## src/rtl/tl_pkg.sv

```systemverilog
// Shared types and widths for the traffic-light Q-learning agent.
// Holds policy-generator FSM encodings and the Q-table address layout.
package tl_pkg;

    localparam int unsigned S_W    = 12;
    localparam int unsigned A_W    = 2;
    localparam int unsigned Q_W    = 16;
    localparam int unsigned N_ACT  = 2 ** A_W;
    localparam int unsigned RD_LAT = 1;
    localparam int unsigned K_W    = A_W + 1;
    localparam int unsigned ADDR_W = S_W + A_W;

    typedef enum logic [1:0] {
        PG_IDLE  = 2'd0,
        PG_FETCH = 2'd1,
        PG_DRAIN = 2'd2,
        PG_DONE  = 2'd3
    } pg_state_t;

    typedef struct packed {
        logic [S_W-1:0] state;
        logic [A_W-1:0] act;
    } q_addr_t;

    // Q-table address is {state, action}
    function automatic logic [ADDR_W-1:0] q_addr_of(input logic [S_W-1:0] s,
                                                    input logic [A_W-1:0] a);
        q_addr_t t;
        t.state = s;
        t.act   = a;
        return t;
    endfunction

endpackage

```

## src/rtl/policy_gen_if.sv

```systemverilog
// Policy generator bus: CU control, Q-table read port and selection results.
interface policy_gen_if;
    import tl_pkg::*;

    logic                  pg;
    logic                  nxt;
    logic                  asel;
    logic [A_W-1:0]        arand;
    logic [S_W-1:0]        state_in;
    logic                  q_ren;
    logic [ADDR_W-1:0]     q_addr;
    logic signed [Q_W-1:0] q_rdata;
    logic [A_W-1:0]        action;
    logic signed [Q_W-1:0] q_sel;
    logic signed [Q_W-1:0] q_max;
    logic                  valid;
    logic                  busy;

    modport master (
        output pg, nxt, asel, arand, state_in, q_rdata,
        input  q_ren, q_addr, action, q_sel, q_max, valid, busy
    );

    modport slave (
        input  pg, nxt, asel, arand, state_in, q_rdata,
        output q_ren, q_addr, action, q_sel, q_max, valid, busy
    );

endinterface

```

## src/rtl/q_argmax.sv

```systemverilog
// Signed running max/argmax register; strict compare keeps the lowest index on ties.
module q_argmax
    import tl_pkg::*;
(
    input  logic                  clk,
    input  logic                  rst,
    input  logic                  clr,
    input  logic                  load,
    input  logic                  upd,
    input  logic signed [Q_W-1:0] din,
    input  logic [A_W-1:0]        idx,
    output logic signed [Q_W-1:0] max_q,
    output logic [A_W-1:0]        arg_q,
    output logic signed [Q_W-1:0] max_c,
    output logic [A_W-1:0]        arg_c
);

    always_comb begin
        max_c = max_q;
        arg_c = arg_q;
        if (clr) begin
            max_c = '0;
            arg_c = '0;
        end else if (load || (upd && (din > max_q))) begin
            max_c = din;
            arg_c = idx;
        end
    end

    always_ff @(posedge clk or posedge rst) begin
        if (rst) begin
            max_q <= '0;
            arg_q <= '0;
        end else begin
            max_q <= max_c;
            arg_q <= arg_c;
        end
    end

endmodule

```

## src/rtl/policy_gen.sv

```systemverilog
// Epsilon-greedy policy generator: scans all Q(s,a), picks greedy argmax or the
// CU random action, and returns Q(s,a_chosen) and max_a Q(s,a).
module policy_gen
    import tl_pkg::*;
(
    input logic         clk,
    input logic         rst,
    policy_gen_if.slave bus
);

    pg_state_t state, state_n;
    logic [K_W-1:0] k, k_n;
    logic pg_d, launch;

    logic [S_W-1:0] s_lat;
    logic           asel_lat;
    logic [A_W-1:0] arand_lat;

    logic [RD_LAT-1:0]          dl_ren;
    logic [RD_LAT-1:0][A_W-1:0] dl_k;
    logic                       cap;
    logic [A_W-1:0]             cap_k;

    logic signed [Q_W-1:0] qsel_q, qsel_c;
    logic signed [Q_W-1:0] max_q, max_c;
    logic [A_W-1:0]        arg_q, arg_c;

    logic                  q_ren_n, valid_n, busy_n, res_en;
    logic [ADDR_W-1:0]     q_addr_n;
    logic [A_W-1:0]        action_n;
    logic signed [Q_W-1:0] q_sel_n, q_max_n;

    assign launch = (state == PG_IDLE) && bus.pg && (!pg_d || bus.nxt);
    assign cap    = dl_ren[RD_LAT-1] && ((state == PG_FETCH) || (state == PG_DRAIN));
    assign cap_k  = dl_k[RD_LAT-1];

    // State register
    always_ff @(posedge clk or posedge rst) begin
        if (rst) begin
            state <= PG_IDLE;
            k     <= '0;
        end else begin
            state <= state_n;
            k     <= k_n;
        end
    end

    // Next state; k counts issued reads in FETCH and wait cycles in DRAIN
    always_comb begin
        state_n = state;
        k_n     = k;
        case (state)
            PG_IDLE: begin
                if (launch) begin
                    state_n = PG_FETCH;
                    k_n     = '0;
                end
            end
            PG_FETCH: begin
                if (!bus.pg) begin
                    state_n = PG_IDLE;
                end else if (k == K_W'(N_ACT - 1)) begin
                    state_n = PG_DRAIN;
                    k_n     = '0;
                end else begin
                    k_n = k + K_W'(1);
                end
            end
            PG_DRAIN: begin
                if (!bus.pg) begin
                    state_n = PG_IDLE;
                end else if (k == K_W'(RD_LAT - 1)) begin
                    state_n = PG_DONE;
                end else begin
                    k_n = k + K_W'(1);
                end
            end
            PG_DONE: state_n = PG_IDLE;
            default: state_n = PG_IDLE;
        endcase
    end

    // Output next values, registered below
    always_comb begin
        q_ren_n  = 1'b0;
        q_addr_n = '0;
        valid_n  = 1'b0;
        res_en   = 1'b0;
        busy_n   = (state_n != PG_IDLE);
        action_n = asel_lat ? arg_c : arand_lat;
        q_sel_n  = asel_lat ? max_c : qsel_c;
        q_max_n  = max_c;
        if (state_n == PG_FETCH) begin
            q_ren_n  = 1'b1;
            q_addr_n = q_addr_of(launch ? bus.state_in : s_lat, k_n[A_W-1:0]);
        end
        if (state_n == PG_DONE) begin
            valid_n = 1'b1;
            res_en  = 1'b1;
        end
    end

    // Explore-mode capture of Q(s, arand)
    always_comb begin
        qsel_c = qsel_q;
        if (cap && (cap_k == arand_lat)) begin
            qsel_c = bus.q_rdata;
        end
    end

    q_argmax u_argmax (
        .clk   (clk),
        .rst   (rst),
        .clr   (launch),
        .load  (cap && (cap_k == '0)),
        .upd   (cap),
        .din   (bus.q_rdata),
        .idx   (cap_k),
        .max_q (max_q),
        .arg_q (arg_q),
        .max_c (max_c),
        .arg_c (arg_c)
    );

    // Launch latches and read-index delay line, flushed whenever the FSM idles
    always_ff @(posedge clk or posedge rst) begin
        if (rst) begin
            pg_d      <= 1'b0;
            s_lat     <= '0;
            asel_lat  <= 1'b0;
            arand_lat <= '0;
            dl_ren    <= '0;
            dl_k      <= '0;
            qsel_q    <= '0;
        end else begin
            pg_d   <= bus.pg;
            qsel_q <= qsel_c;
            dl_k   <= (RD_LAT * A_W)'({dl_k, k[A_W-1:0]});
            if (state_n == PG_IDLE) begin
                dl_ren <= '0;
            end else begin
                dl_ren <= RD_LAT'({dl_ren, bus.q_ren});
            end
            if (launch) begin
                s_lat     <= bus.state_in;
                asel_lat  <= bus.asel;
                arand_lat <= bus.arand;
            end
        end
    end

    // Registered outputs
    always_ff @(posedge clk or posedge rst) begin
        if (rst) begin
            bus.q_ren  <= 1'b0;
            bus.q_addr <= '0;
            bus.valid  <= 1'b0;
            bus.busy   <= 1'b0;
            bus.action <= '0;
            bus.q_sel  <= '0;
            bus.q_max  <= '0;
        end else begin
            bus.q_ren  <= q_ren_n;
            bus.q_addr <= q_addr_n;
            bus.valid  <= valid_n;
            bus.busy   <= busy_n;
            if (res_en) begin
                bus.action <= action_n;
                bus.q_sel  <= q_sel_n;
                bus.q_max  <= q_max_n;
            end
        end
    end

endmodule
```

## src/flat_wrapper.sv

```systemverilog
// flat-port wrapper written by rule: the top's interface ports become plain ports
module policy_gen_flat import tl_pkg::*;
  (clk, rst, bus_pg, bus_nxt, bus_asel, bus_arand, bus_state_in, bus_q_rdata, bus_q_ren, bus_q_addr, bus_action, bus_q_sel, bus_q_max, bus_valid, bus_busy);
  policy_gen_if bus_i ();
  input logic clk;
  input logic rst;
  input wire logic [$bits(bus_i.pg)-1:0] bus_pg;
  input wire logic [$bits(bus_i.nxt)-1:0] bus_nxt;
  input wire logic [$bits(bus_i.asel)-1:0] bus_asel;
  input wire logic [$bits(bus_i.arand)-1:0] bus_arand;
  input wire logic [$bits(bus_i.state_in)-1:0] bus_state_in;
  input wire logic [$bits(bus_i.q_rdata)-1:0] bus_q_rdata;
  output wire logic [$bits(bus_i.q_ren)-1:0] bus_q_ren;
  output wire logic [$bits(bus_i.q_addr)-1:0] bus_q_addr;
  output wire logic [$bits(bus_i.action)-1:0] bus_action;
  output wire logic [$bits(bus_i.q_sel)-1:0] bus_q_sel;
  output wire logic [$bits(bus_i.q_max)-1:0] bus_q_max;
  output wire logic [$bits(bus_i.valid)-1:0] bus_valid;
  output wire logic [$bits(bus_i.busy)-1:0] bus_busy;
  assign bus_i.pg = bus_pg;
  assign bus_i.nxt = bus_nxt;
  assign bus_i.asel = bus_asel;
  assign bus_i.arand = bus_arand;
  assign bus_i.state_in = bus_state_in;
  assign bus_i.q_rdata = bus_q_rdata;
  assign bus_q_ren = bus_i.q_ren;
  assign bus_q_addr = bus_i.q_addr;
  assign bus_action = bus_i.action;
  assign bus_q_sel = bus_i.q_sel;
  assign bus_q_max = bus_i.q_max;
  assign bus_valid = bus_i.valid;
  assign bus_busy = bus_i.busy;
  policy_gen u_core (.clk(clk), .rst(rst), .bus(bus_i));
endmodule
```

## config.mk

```make
export PLATFORM = sky130hd
export DESIGN_NAME = policy_gen_flat
export DESIGN_NICKNAME = d
export VERILOG_FILES = /design/src/rtl/tl_pkg.sv /design/src/rtl/policy_gen_if.sv /design/src/rtl/q_argmax.sv /design/src/rtl/policy_gen.sv /design/src/flat_wrapper.sv
export SDC_FILE = /design/constraint.sdc
export NUM_CORES = 1
export LEC_CHECK = 0
export CAP_MARGIN = 20
export CORE_ASPECT_RATIO = 0.5
export CORE_UTILIZATION = 34
export CTS_CLUSTER_SIZE = 25
export DETAILED_ROUTE_END_ITERATION = 6
export PLACE_DENSITY = 0.56
export SLEW_MARGIN = 10
export SYNTH_ARGS = -nofsm -noshare
export SYNTH_HDL_FRONTEND = slang
export SYNTH_SLANG_ARGS = --single-unit
```

## constraint.sdc

```tcl
create_clock -name clk -period 2.9 [get_ports clk]
set_input_delay 0.29 -clock clk [delete_from_list [all_inputs] [get_ports clk]]
set_output_delay 0.29 -clock clk [all_outputs]
set_load 0.05 [all_outputs]
```

==> impl_metrics.csv <==
group,metric,value,unit
worst_setup_path,worst-path-max-fanout,22,
synthesis,synth_nets,572,
clock_network,tritoncts,"done",
job,cap_violations,0,
clock_network,numCtsBuffers,9,
floorplan,design.core.area,15450,um2
power_and_ir_drop,intPower,4.356,mW
route,wl_per_cell,17.60,um
cells_and_area,nFillCells,1478,
power_and_ir_drop,power_switching,3.664,mW
timing,hold_viol,0,
route,antenna_left,0,
global_routing,grt_max_degree,40,
global_routing,grt_pass1_wl,23.94,mm
power_and_ir_drop,pwr-share-clk,15.2,%
clock_network,cts.repair.resized,0,
floorplan,io_pins,86,
timing,tightest_slew,789.8,ps
cells_and_area,syn_to_final_growth,30.85,%
synthesis,ys_warn_count,0,
route,vias,4365,
synthesis,synth-main-ff-cell,"dfrtp_1",
timing,clock-skew-final,10.75,ps
timing,relSlewSlack,47.35,%
place,io_buffers,85,
timing,fmax,0.3819,GHz
power_and_ir_drop,powerDensity,1136,nW/um2
clock_network,h-tree-depth,3,
route,vias_per_cell,5.323,
power_and_ir_drop,leakage,2.931,nW
power_and_ir_drop,p_seq_share,31.3,%
floorplan,die-area,16400,um2
route,drcViolationCount,0,
worst_setup_path,required,3180,ps
timing,slew_viol_final,0,
cells_and_area,nets,670,
clock_network,cts.path.max_buffers,2,
cells_and_area,antenna_cells,0,
place,dp_hpwl,9.921,mm
route,drt_wl_total,14.43,mm
global_routing,gr-usage-all-layers,18.68,%
timing,rsz0062_at_grt,"false",
timing,fin_crit_sh,90.29,%
place,dp_cells,804,
power_and_ir_drop,ir_drop,482.1,uV
power_and_ir_drop,swShare,45.68,%
floorplan,initial_core_util,34.90,%
synthesis,synth_edf_count,0,
global_routing,grt_overflow,0,
synthesis,ys_ff_latch,109,
timing,whs,378.6,ps
worst_setup_path,critPathKind,"input port to register",
place,place.gp.congestion,0.8141,
floorplan,die_w,180.1,um
synthesis,syn_inst,513,
worst_setup_path,worstSetupStartpointType,"input port",
timing,finalSetupViolations,0,
floorplan,rows,32,
status,outcome,"finished, final reports clean",
synthesis,synth_area_per_cell,10.51,um2
route,dr.pass1.iters,4,
clock_network,post-cts-setup-buffers,0,
synthesis,synthesis.area,5394,um2
power_and_ir_drop,combPwrFrac,53.4,%
global_routing,grt_pass1_vias,4434,
clock_network,insertion_delay,360,ps
clock_network,clock-sinks,109,
global_routing,grt_antenna_before_repair,0,
timing,min_period,2618,ps
clock_network,root_buffer,"clkbuf_16",
synthesis,ys_async_sr_fraction,100.0,%
clock_network,clk_pin_slew_worst_paths,80,ps
cells_and_area,drive_gt1_share,16.72,%
synthesis,ys_types,47,
clock_network,hold_buffers,0,
worst_setup_path,end_kind,"register",
min_path,min_path_type,"input port to async pin",
synthesis,ys_seq_area_share,50.57,%
cells_and_area,final_cells,820,
route,drtIter0Drc,242,
floorplan,die_h,91.07,um
worst_setup_path,worstPathArrival,2900,ps
==> cells in the final DEF (no fill, tap or decap), drive strengths merged, types with 2 or more instances in the layout <==
master	count
nand4	19
a31oi	20
ha	24
dfrtp	109
xor2	2
nand3	33
and2	3
clkinvlp	2
inv	33
nor2	23
nand2b	8
a221oi	3
o21ai	20
and3	3
clkdlybuf4s50	85
nor4	17
o311ai	17
nand2	11
or4	2
clkinv	3
a21oi	29
a211o	15
mux2	31
mux2i	3
nor3	3
nor2b	13
buf	43
clkbuf	9
a21o	17
or3	4
o21a	2
==> critical path: stages <==
cell             delay (ps)
clkdlybuf4s50_1         460
ha_1                    360
a21oi_1                 160
o21ai_0                 220
a221oi_2                400
buf_4                   190
a2bb2oi_4               290
buf_12                  210
nand3_1                 120
a31oi_1                 190
==> cell families (layout without fill, tap and decap cells) <==
| group | Yosys count | in the layout | synth area share (%) |
|---|---|---|---|
| adder cells (fa/ha/maj) | 24 | 24 | 5.567 |
| XOR/XNOR | 2 | 2 | 0.3248 |
| multiplexers | 34 | 34 | 7.028 |
| AND/OR/NAND/NOR | 142 | 142 | 14.61 |
| buffers and inverters | 72 | 175 | 5.544 |
| AO/OA/AOI/OAI | 130 | 130 | 16.35 |
| flip-flops | 109 | 109 | 50.57 |
==> worst paths after layout <==
kind,slack [ps],to,from,cells past startpoint
min,380,u_core.u_argmax.max_q[1],rst,2
max in group asynchronous,1830,u_core.qsel_q[11],rst,3
max,280,u_core.bus.q_max[14],bus_q_rdata[7],10
max reg2reg,290,u_core.bus.q_max[14],u_core.u_argmax.max_q[7],10
min reg2reg,410,u_core.cap_k[1],u_core.k[1],0
min in group clk,410,u_core.cap_k[1],u_core.k[1],0
==> flip-flops by register name (all words and copies together), names as in the netlist, 2 cells and up <==
register,cells
u_core.bus.q_sel,16
u_core.bus.q_addr,14
u_core.arand_lat,2
u_core.state,2
u_core.bus.action,2
u_core.u_argmax.arg_q,2
u_core.qsel_q,16
u_core.u_argmax.max_q,16
u_core.bus.q_max,16
u_core.cap_k,2
u_core.k,3
u_core.s_lat,12
==> per-stage QoR <==
stage                     instance area, um2  utilization, %  setup slack, ps  power, mW  setup TNS (ps)
after global routing                    7058           45.67            140.7      8.517               0
final                                   7058           45.67            281.6      8.020               0
after CTS                               7058           45.67            281.2      8.083               0
after floorplan                         5398               -            520.8      5.310               0
after detailed placement                6768           43.79           -77.48      6.832          -724.4
after global placement                  6768           43.79           -47.56      6.787          -326.8
==> power by group through the flow <==
stage	logic [mW]	registers, mW	clock network, mW
4_1_cts	4.30	2.53	1.26
5_1_grt	4.58	2.60	1.33
2_1_floorplan	1.65	3.66	0
6_report	4.29	2.51	1.22
3_3_place_gp	4.25	2.53	0
3_5_place_dp	4.28	2.55	0
==> area by class of cell <==
type | instances | area (um2) | share of cell area (%)
timing repair buffer | 128 | 1249 | 17.69
inverter | 31 | 120.1 | 1.702
clock buffer | 9 | 225.2 | 3.191
sequential | 109 | 2728 | 38.65
multi-input combinational | 332 | 2416 | 34.23
clock inverter | 7 | 65.06 | 0.9218
tap | 204 | 255.2 | 3.616
==> cells in the mapped netlist, types with 2 or more instances <==
cell type	instances	share of area, %
nor2b_1	13	1.5
and2_1	3	0.35
mux2_2	31	6.5
clkbuf_1	26	1.8
a21o_1	17	2.4
o21ai_0	20	1.9
nor3_1	2	0.19
dfrtp_1	109	51
nand2_1	11	0.77
nor4_1	17	2.0
buf_6	2	0.42
o311ai_0	6	0.97
nand4_1	18	2.1
and3_1	2	0.23
nor2_1	23	1.6
mux2i_1	3	0.56
nand3_1	33	3.1
ha_1	24	5.6
a31oi_1	20	2.3
buf_2	11	1.0
a211o_1	15	2.4
o311ai_1	11	1.8
inv_1	30	2.1
o21a_1	2	0.28
or3_1	4	0.46
xor2_1	2	0.32
a221oi_1	2	0.32
nand2b_1	8	0.93
a21oi_1	29	2.7
buf_1	2	0.14
==> per-layer routing <==
metal | wire [um] | part of all wire (%) | global-route usage [%] | vias to the layer above
li1 | - | - | - | 2082
met1 | 7024 | 49 | 26.05 | 2172
met2 | 6589 | 46 | 29.22 | 96
met3 | 577 | 4.0 | 3.771 | 15
met4 | 236 | 1.6 | 5.769 | 0
met5 | 0 | 0 | 0 | -
No activity file was read; power rests on OpenSTA's default activity.
